$ cat src/rtl/rv_fetch_queue_if.sv
// Fetch-queue handshake bundle: instruction-memory request/response, redirect and decode ports.
// The master side is the fetch queue; the slave side is the memory/pipeline environment.
interface rv_fetch_queue_if #(
   parameter int unsigned XLEN  = 64,
   parameter int unsigned DEPTH = 4
);
   localparam int unsigned CntW = $clog2(DEPTH + 1);

   logic            imem_req_valid;
   logic            imem_req_ready;
   logic [XLEN-1:0] imem_req_addr;
   logic            imem_rsp_valid;
   logic [31:0]     imem_rsp_data;
   logic            redirect_valid;
   logic [XLEN-1:0] redirect_pc;
   logic            dec_valid;
   logic            dec_ready;
   logic [XLEN-1:0] dec_pc;
   logic [31:0]     dec_instr;
   logic [CntW-1:0] occupancy;

   modport master (
      output imem_req_valid, imem_req_addr, dec_valid, dec_pc, dec_instr, occupancy,
      input  imem_req_ready, imem_rsp_valid, imem_rsp_data, redirect_valid, redirect_pc,
             dec_ready
   );

   modport slave (
      input  imem_req_valid, imem_req_addr, dec_valid, dec_pc, dec_instr, occupancy,
      output imem_req_ready, imem_rsp_valid, imem_rsp_data, redirect_valid, redirect_pc,
             dec_ready
   );
endinterface

$ cat src/rtl/rv_fetch_queue.sv
// Instruction-fetch front end: owns the fetch PC, allocates a queue entry per request, fills
// entries in response order, presents the head to decode and flushes on redirect.
module rv_fetch_queue #(
   parameter int unsigned    XLEN     = 64,
   parameter int unsigned    DEPTH    = 4,
   parameter logic [XLEN-1:0] RESET_PC = '0
) (
   input logic             clk,
   input logic             rst,
   rv_fetch_queue_if.master bus
);
   localparam int unsigned PtrW = $clog2(DEPTH);
   localparam int unsigned CntW = $clog2(DEPTH + 1);

   typedef logic [PtrW-1:0] ptr_t;
   typedef logic [CntW-1:0] cnt_t;

   logic [XLEN-1:0]  fetch_pc_q;
   ptr_t             head_q, fill_q, tail_q;
   cnt_t             occ_q;   // allocated entries
   cnt_t             pend_q;  // allocated but not yet filled
   cnt_t             drop_q;  // stale responses still owed by memory
   logic [DEPTH-1:0] filled_q, filled_d;
   logic [XLEN-1:0]  pc_mem_q    [DEPTH];
   logic [31:0]      instr_mem_q [DEPTH];

   logic credit_ok;
   logic req_fire;
   logic deq_fire;
   logic rsp_drop;
   logic rsp_fill;

   // Stale responses still hold credit, so a live response always finds a slot.
   assign credit_ok = ({1'b0, occ_q} + {1'b0, drop_q}) < (CntW + 1)'(DEPTH);

   assign bus.imem_req_valid = rst && credit_ok && !bus.redirect_valid;
   assign bus.imem_req_addr  = fetch_pc_q;
   assign req_fire           = bus.imem_req_valid && bus.imem_req_ready;

   assign bus.dec_valid = filled_q[head_q];
   assign bus.dec_pc    = pc_mem_q[head_q];
   assign bus.dec_instr = instr_mem_q[head_q];
   assign bus.occupancy = occ_q;
   assign deq_fire      = bus.dec_valid && bus.dec_ready && !bus.redirect_valid;

   assign rsp_drop = bus.imem_rsp_valid && (drop_q != '0);
   assign rsp_fill = bus.imem_rsp_valid && (drop_q == '0);

   always_comb begin
      filled_d = filled_q;
      if (bus.redirect_valid) begin
         filled_d = '0;
      end else begin
         if (rsp_fill) filled_d[fill_q] = 1'b1;
         // Clear on dequeue so a drained queue never sees an old filled flag at the head.
         if (deq_fire) filled_d[head_q] = 1'b0;
         if (req_fire) filled_d[tail_q] = 1'b0;
      end
   end

   always_ff @(posedge clk or negedge rst) begin
      if (!rst) begin
         fetch_pc_q <= RESET_PC;
         head_q     <= '0;
         fill_q     <= '0;
         tail_q     <= '0;
         occ_q      <= '0;
         pend_q     <= '0;
         drop_q     <= '0;
         filled_q   <= '0;
         for (int i = 0; i < int'(DEPTH); i++) begin
            pc_mem_q[i]    <= '0;
            instr_mem_q[i] <= '0;
         end
      end else if (bus.redirect_valid) begin
         fetch_pc_q <= {bus.redirect_pc[XLEN-1:2], 2'b00};
         head_q     <= '0;
         fill_q     <= '0;
         tail_q     <= '0;
         occ_q      <= '0;
         pend_q     <= '0;
         // Everything still owed by memory becomes stale; this cycle's response is one of them.
         drop_q     <= drop_q + pend_q - cnt_t'(bus.imem_rsp_valid);
         filled_q   <= filled_d;
      end else begin
         filled_q <= filled_d;
         if (req_fire) begin
            pc_mem_q[tail_q] <= fetch_pc_q;
            tail_q           <= tail_q + ptr_t'(1);
            fetch_pc_q       <= fetch_pc_q + XLEN'(4);
         end
         if (rsp_fill) begin
            instr_mem_q[fill_q] <= bus.imem_rsp_data;
            fill_q              <= fill_q + ptr_t'(1);
         end
         if (rsp_drop) drop_q <= drop_q - cnt_t'(1);
         if (deq_fire) head_q <= head_q + ptr_t'(1);
         occ_q  <= occ_q + cnt_t'(req_fire) - cnt_t'(deq_fire);
         pend_q <= pend_q + cnt_t'(req_fire) - cnt_t'(rsp_fill);
      end
   end
endmodule

$ cat src/flat_wrapper.sv
// flat-port wrapper written by rule: the top's interface ports become plain ports
module rv_fetch_queue_flat 
#(
   parameter int unsigned    XLEN     = 64,
   parameter int unsigned    DEPTH    = 4,
   parameter logic [XLEN-1:0] RESET_PC = '0
)
  (clk, rst, bus_imem_req_valid, bus_imem_req_addr, bus_dec_valid, bus_dec_pc, bus_dec_instr, bus_occupancy, bus_imem_req_ready, bus_imem_rsp_valid, bus_imem_rsp_data, bus_redirect_valid, bus_redirect_pc, bus_dec_ready);
  rv_fetch_queue_if #(.XLEN(XLEN), .DEPTH(DEPTH)) bus_i ();
  input logic clk;
  input logic rst;
  output wire logic [$bits(bus_i.imem_req_valid)-1:0] bus_imem_req_valid;
  output wire logic [$bits(bus_i.imem_req_addr)-1:0] bus_imem_req_addr;
  output wire logic [$bits(bus_i.dec_valid)-1:0] bus_dec_valid;
  output wire logic [$bits(bus_i.dec_pc)-1:0] bus_dec_pc;
  output wire logic [$bits(bus_i.dec_instr)-1:0] bus_dec_instr;
  output wire logic [$bits(bus_i.occupancy)-1:0] bus_occupancy;
  input wire logic [$bits(bus_i.imem_req_ready)-1:0] bus_imem_req_ready;
  input wire logic [$bits(bus_i.imem_rsp_valid)-1:0] bus_imem_rsp_valid;
  input wire logic [$bits(bus_i.imem_rsp_data)-1:0] bus_imem_rsp_data;
  input wire logic [$bits(bus_i.redirect_valid)-1:0] bus_redirect_valid;
  input wire logic [$bits(bus_i.redirect_pc)-1:0] bus_redirect_pc;
  input wire logic [$bits(bus_i.dec_ready)-1:0] bus_dec_ready;
  assign bus_imem_req_valid = bus_i.imem_req_valid;
  assign bus_imem_req_addr = bus_i.imem_req_addr;
  assign bus_dec_valid = bus_i.dec_valid;
  assign bus_dec_pc = bus_i.dec_pc;
  assign bus_dec_instr = bus_i.dec_instr;
  assign bus_occupancy = bus_i.occupancy;
  assign bus_i.imem_req_ready = bus_imem_req_ready;
  assign bus_i.imem_rsp_valid = bus_imem_rsp_valid;
  assign bus_i.imem_rsp_data = bus_imem_rsp_data;
  assign bus_i.redirect_valid = bus_redirect_valid;
  assign bus_i.redirect_pc = bus_redirect_pc;
  assign bus_i.dec_ready = bus_dec_ready;
  rv_fetch_queue #(.XLEN(XLEN), .DEPTH(DEPTH), .RESET_PC(RESET_PC)) u_core (.clk(clk), .rst(rst), .bus(bus_i));
endmodule
$ cat config.mk
export PLATFORM = sky130hd
export DESIGN_NAME = rv_fetch_queue_flat
export DESIGN_NICKNAME = d
export VERILOG_FILES = /design/src/rtl/rv_fetch_queue_if.sv /design/src/rtl/rv_fetch_queue.sv /design/src/flat_wrapper.sv
export SDC_FILE = /design/constraint.sdc
export NUM_CORES = 1
export LEC_CHECK = 0
export BUFFER_PORTS_ARGS = -buffer_cell sky130_fd_sc_hd__buf_2
export CAP_MARGIN = 0
export CORE_MARGIN = 3
export CORE_UTILIZATION = 56
export CTS_BUF_LIST = sky130_fd_sc_hd__clkbuf_16
export DETAILED_ROUTE_END_ITERATION = 16
export GPL_TIMING_DRIVEN = 0
export PLACE_DENSITY = 0.77
export SYNTH_ARGS = -nofsm -noshare
export SYNTH_HDL_FRONTEND = slang
export SYNTH_SLANG_ARGS = --single-unit
$ cat constraint.sdc
create_clock -name clk -period 4.1 [get_ports clk]
set_input_delay 0.82 -clock clk [delete_from_list [all_inputs] [get_ports clk]]
set_output_delay 0.82 -clock clk [all_outputs]
set_load 0.02 [all_outputs]
==> reports/metrics.yaml <==
run_status:
  status: "completed"
routing:
  routed-via-count: 15400
  ant_nets: 0
  vias_per_cell: 6.22
  drc: 0
  post_drt_wl_per_cell_um: 24.7
  dr.pass1.iters: 6
  wl_um: 61000
  drt_iter0_drc: 1507
worst_hold_path:
  hold_class: "input pin to async pin"
floorplan:
  fp.dieW_um: 202
  die_area_um2: 40700
  core-area_um2: 37800
  die_y_um: 202
  start_util_pct: 56.9
  ios: 267
  rows: 71
clocking:
  cts_tree: "built"
  path_clk_slew_ns: 0.06
  cts_made_buffers: 48
  cts_root_buf: "clkbuf_16"
  cts_max_level: 2
  cts_sinks: 457
  clockBufferDepth: 3
  insertion_delay_ns: 0.58
cells_and_area:
  finalNonFillerCells: 2472
  area_growth_pct: 17.3
  nets: 2051
  drive_gt1_share_pct: 42.2
  fill_cells: 2711
worst_setup_path:
  critPathArrivalTime_ns: 3.14
  crit_path_end_kind: "output pin"
  required_ns: 3.28
  r2r_start: "u_core.bus.occupancy[2]"
  cp_max_fo: 10
  critPathKind: "flop to output pin"
  setup.worst_path.start: "u_core.head_q[0]"
  startpoint_type: "flop"
global_routing:
  antenna_found_initial: 9
  grt_usage_pct: 29.8
  grt.overflow.total: 0
  grt_start_max_net_pins: 130
  grt_pass1_wl_um: 92700
  grt_pass1_vias: 15700
logic_synthesis:
  synthArstFlopShare_pct: 100
  yosysTopAreaCellShare_pct: 53.2
  synth_common_cells: "457 x dfrtp_1, 349 x mux2_2, 105 x nand2_1, 95 x mux4_2"
  synthCells: 1603
  seq_area_frac_synth_pct: 53.2
  synthTopCellsByArea: "dfrtp_1 53%, mux2_2 18%, mux4_2 10%, nand2_1 1.8%, nand3_1 1.4%"
  avgSynthCellArea_um2: 13.4
  synth_warnings: 0
  syn_area_um2: 21500
  synth_ff_type: "dfrtp_1"
  synth_edf_count: 0
  ys_ff_latch: 457
  yosysMostFrequentCell: "dfrtp_1"
  synth.distinct_cells: 57
  synth_top_area_cell: "dfrtp_1"
sta:
  finalSetupViolations: 0
  timing.fmax_mhz: 253
  slew_headroom_pct: 21.0
  fin_crit_sh_pct: 96.5
  whs_ns: 0.203
  maxSlewViolCount: 0
  finClkSkew_ns: 0.0184
  rsz0062_at_grt: "no"
  min_period_ns: 3.96
  hold_viol: 0
  tightest_slew_ns: 1.19
job:
  max_cap_violations: 0
placement:
  port_buffers: 260
  dp_cells: 2380
  gp_congestion: 0.963
  place.detailed.hpwl_um: 42500
power:
  power.leakage_nw: 11.9
  ir_worst_vdd_v: 0.000418
  powerDensity_nw_per_um2: 592
-- placed cells by master (no fill, tap or decap), types with 6 or more instances in the layout --
master	n
clkinv_1	11
xnor2_1	11
o311ai_0	8
ha_1	24
o211ai_1	21
a21o_1	6
clkinv_2	11
clkbuf_16	49
buf_4	6
a22oi_1	8
nor2_1	35
buf_2	281
mux4_2	95
o21ai_0	58
dfrtp_1	457
mux2i_1	6
nand2_1	105
or4_1	12
inv_1	35
xor2_1	9
a31oi_1	14
and3_1	11
nor4_1	10
mux2_2	349
bufinv_16	7
buf_1	44
and2_1	14
nand4_1	40
clkbuf_1	59
nand3_1	62
nor3_1	14
a21oi_1	9
-- metal layers --
layer	track usage (%)	wire length, µm
met1	39.1	23300
met2	46.1	28100
met3	9.39	6600
met4	13.1	2920
met5	0	79
-- area by class of cell --
type | instances | area (µm²) | share of cell area (%)
antenna | 2 | 5.00 | 0.0199
buffer | 135 | 578 | 2.29
clock buffer | 49 | 1230 | 4.87
clock inverter | 38 | 352 | 1.40
inverter | 29 | 109 | 0.432
multi-input combinational | 985 | 9400 | 37.3
sequential | 457 | 11400 | 45.4
tap | 511 | 639 | 2.54
timing repair buffer | 266 | 1450 | 5.76
-- worst paths after layout --
kind	end	slack [ns]	cells past startpoint
setup / recovery	bus_dec_instr[20]	0.14	5
min in group clk	u_core.bus.imem_req_addr[14]	0.47	3
hold reg to reg	u_core.pc_mem_q[45]	0.48	2
max in group asynchronous	u_core.instr_mem_q[24]	2.85	2
setup reg to reg	u_core.bus.imem_req_addr[61]	0.74	9
hold / removal	u_core.pc_mem_q[207]	0.20	1
-- state kept, by name, indices dropped and copies added, names as in the netlist --
name / cells
u_core.pc_mem_q: 248
u_core.instr_mem_q: 128
u_core.bus.imem_req_addr: 62
u_core.filled_q: 4
u_core.bus.occupancy: 3
u_core.drop_q: 3
u_core.pend_q: 3
u_core.fill_q: 2
u_core.head_q: 2
u_core.tail_q: 2
-- cells by family after synthesis --
family	Yosys count	share of synthesized area, %
flops	457	53.2
buf+inv	164	3.05
other cells	1	0.0175
compound gates	150	4.64
xor+xnor	20	0.816
simple gates	334	8.01
fa+ha+maj	27	1.68
mux	450	28.5
-- per-stage QoR --
| step | power, mW | util [%] | setup slack (ns) | instance area [µm²] | setup TNS (ns) |
|---|---|---|---|---|---|
| global route | 15.6 | 66.7 | 0.0176 | 25200 | 0 |
| finish | 14.9 | 66.7 | 0.144 | 25200 | 0 |
| floorplan | 9.00 | - | 0.934 | 21500 | 0 |
| detailed placement | 10.5 | 62.3 | -1.79 | 23500 | -188.01 |
| global placement | 10.3 | 62.1 | -8.03 | 23400 | -5167.74 |
| CTS | 15.0 | 66.7 | 0.0575 | 25200 | 0 |
-- critical path, stage by stage (launching register included) --
cell and delay (ns):
dfrtp_1 0.37, clkbuf_1 0.36, buf_2 0.48, clkdlybuf4s15_2 0.55, mux4_2 0.60, buf_2 0.18
-- report_power, final --
group          internal [mW]  total, mW  switching [mW]  leakage, nW
logic                   1.97       4.32            2.35         5.09
registers               5.57       6.19           0.621         6.06
clock network           2.60       4.40            1.80        0.799
-- what timing repair did --
action                     4_1_cts  5_1_grt
hold buffers                     0        0
pin swaps                        1        0
gates resized for setup         22        2
cloned                           1        0
setup endpoints to repair      226        2
buffers inserted                 1        0
Note: power is estimated with default switching activity, not from simulation.
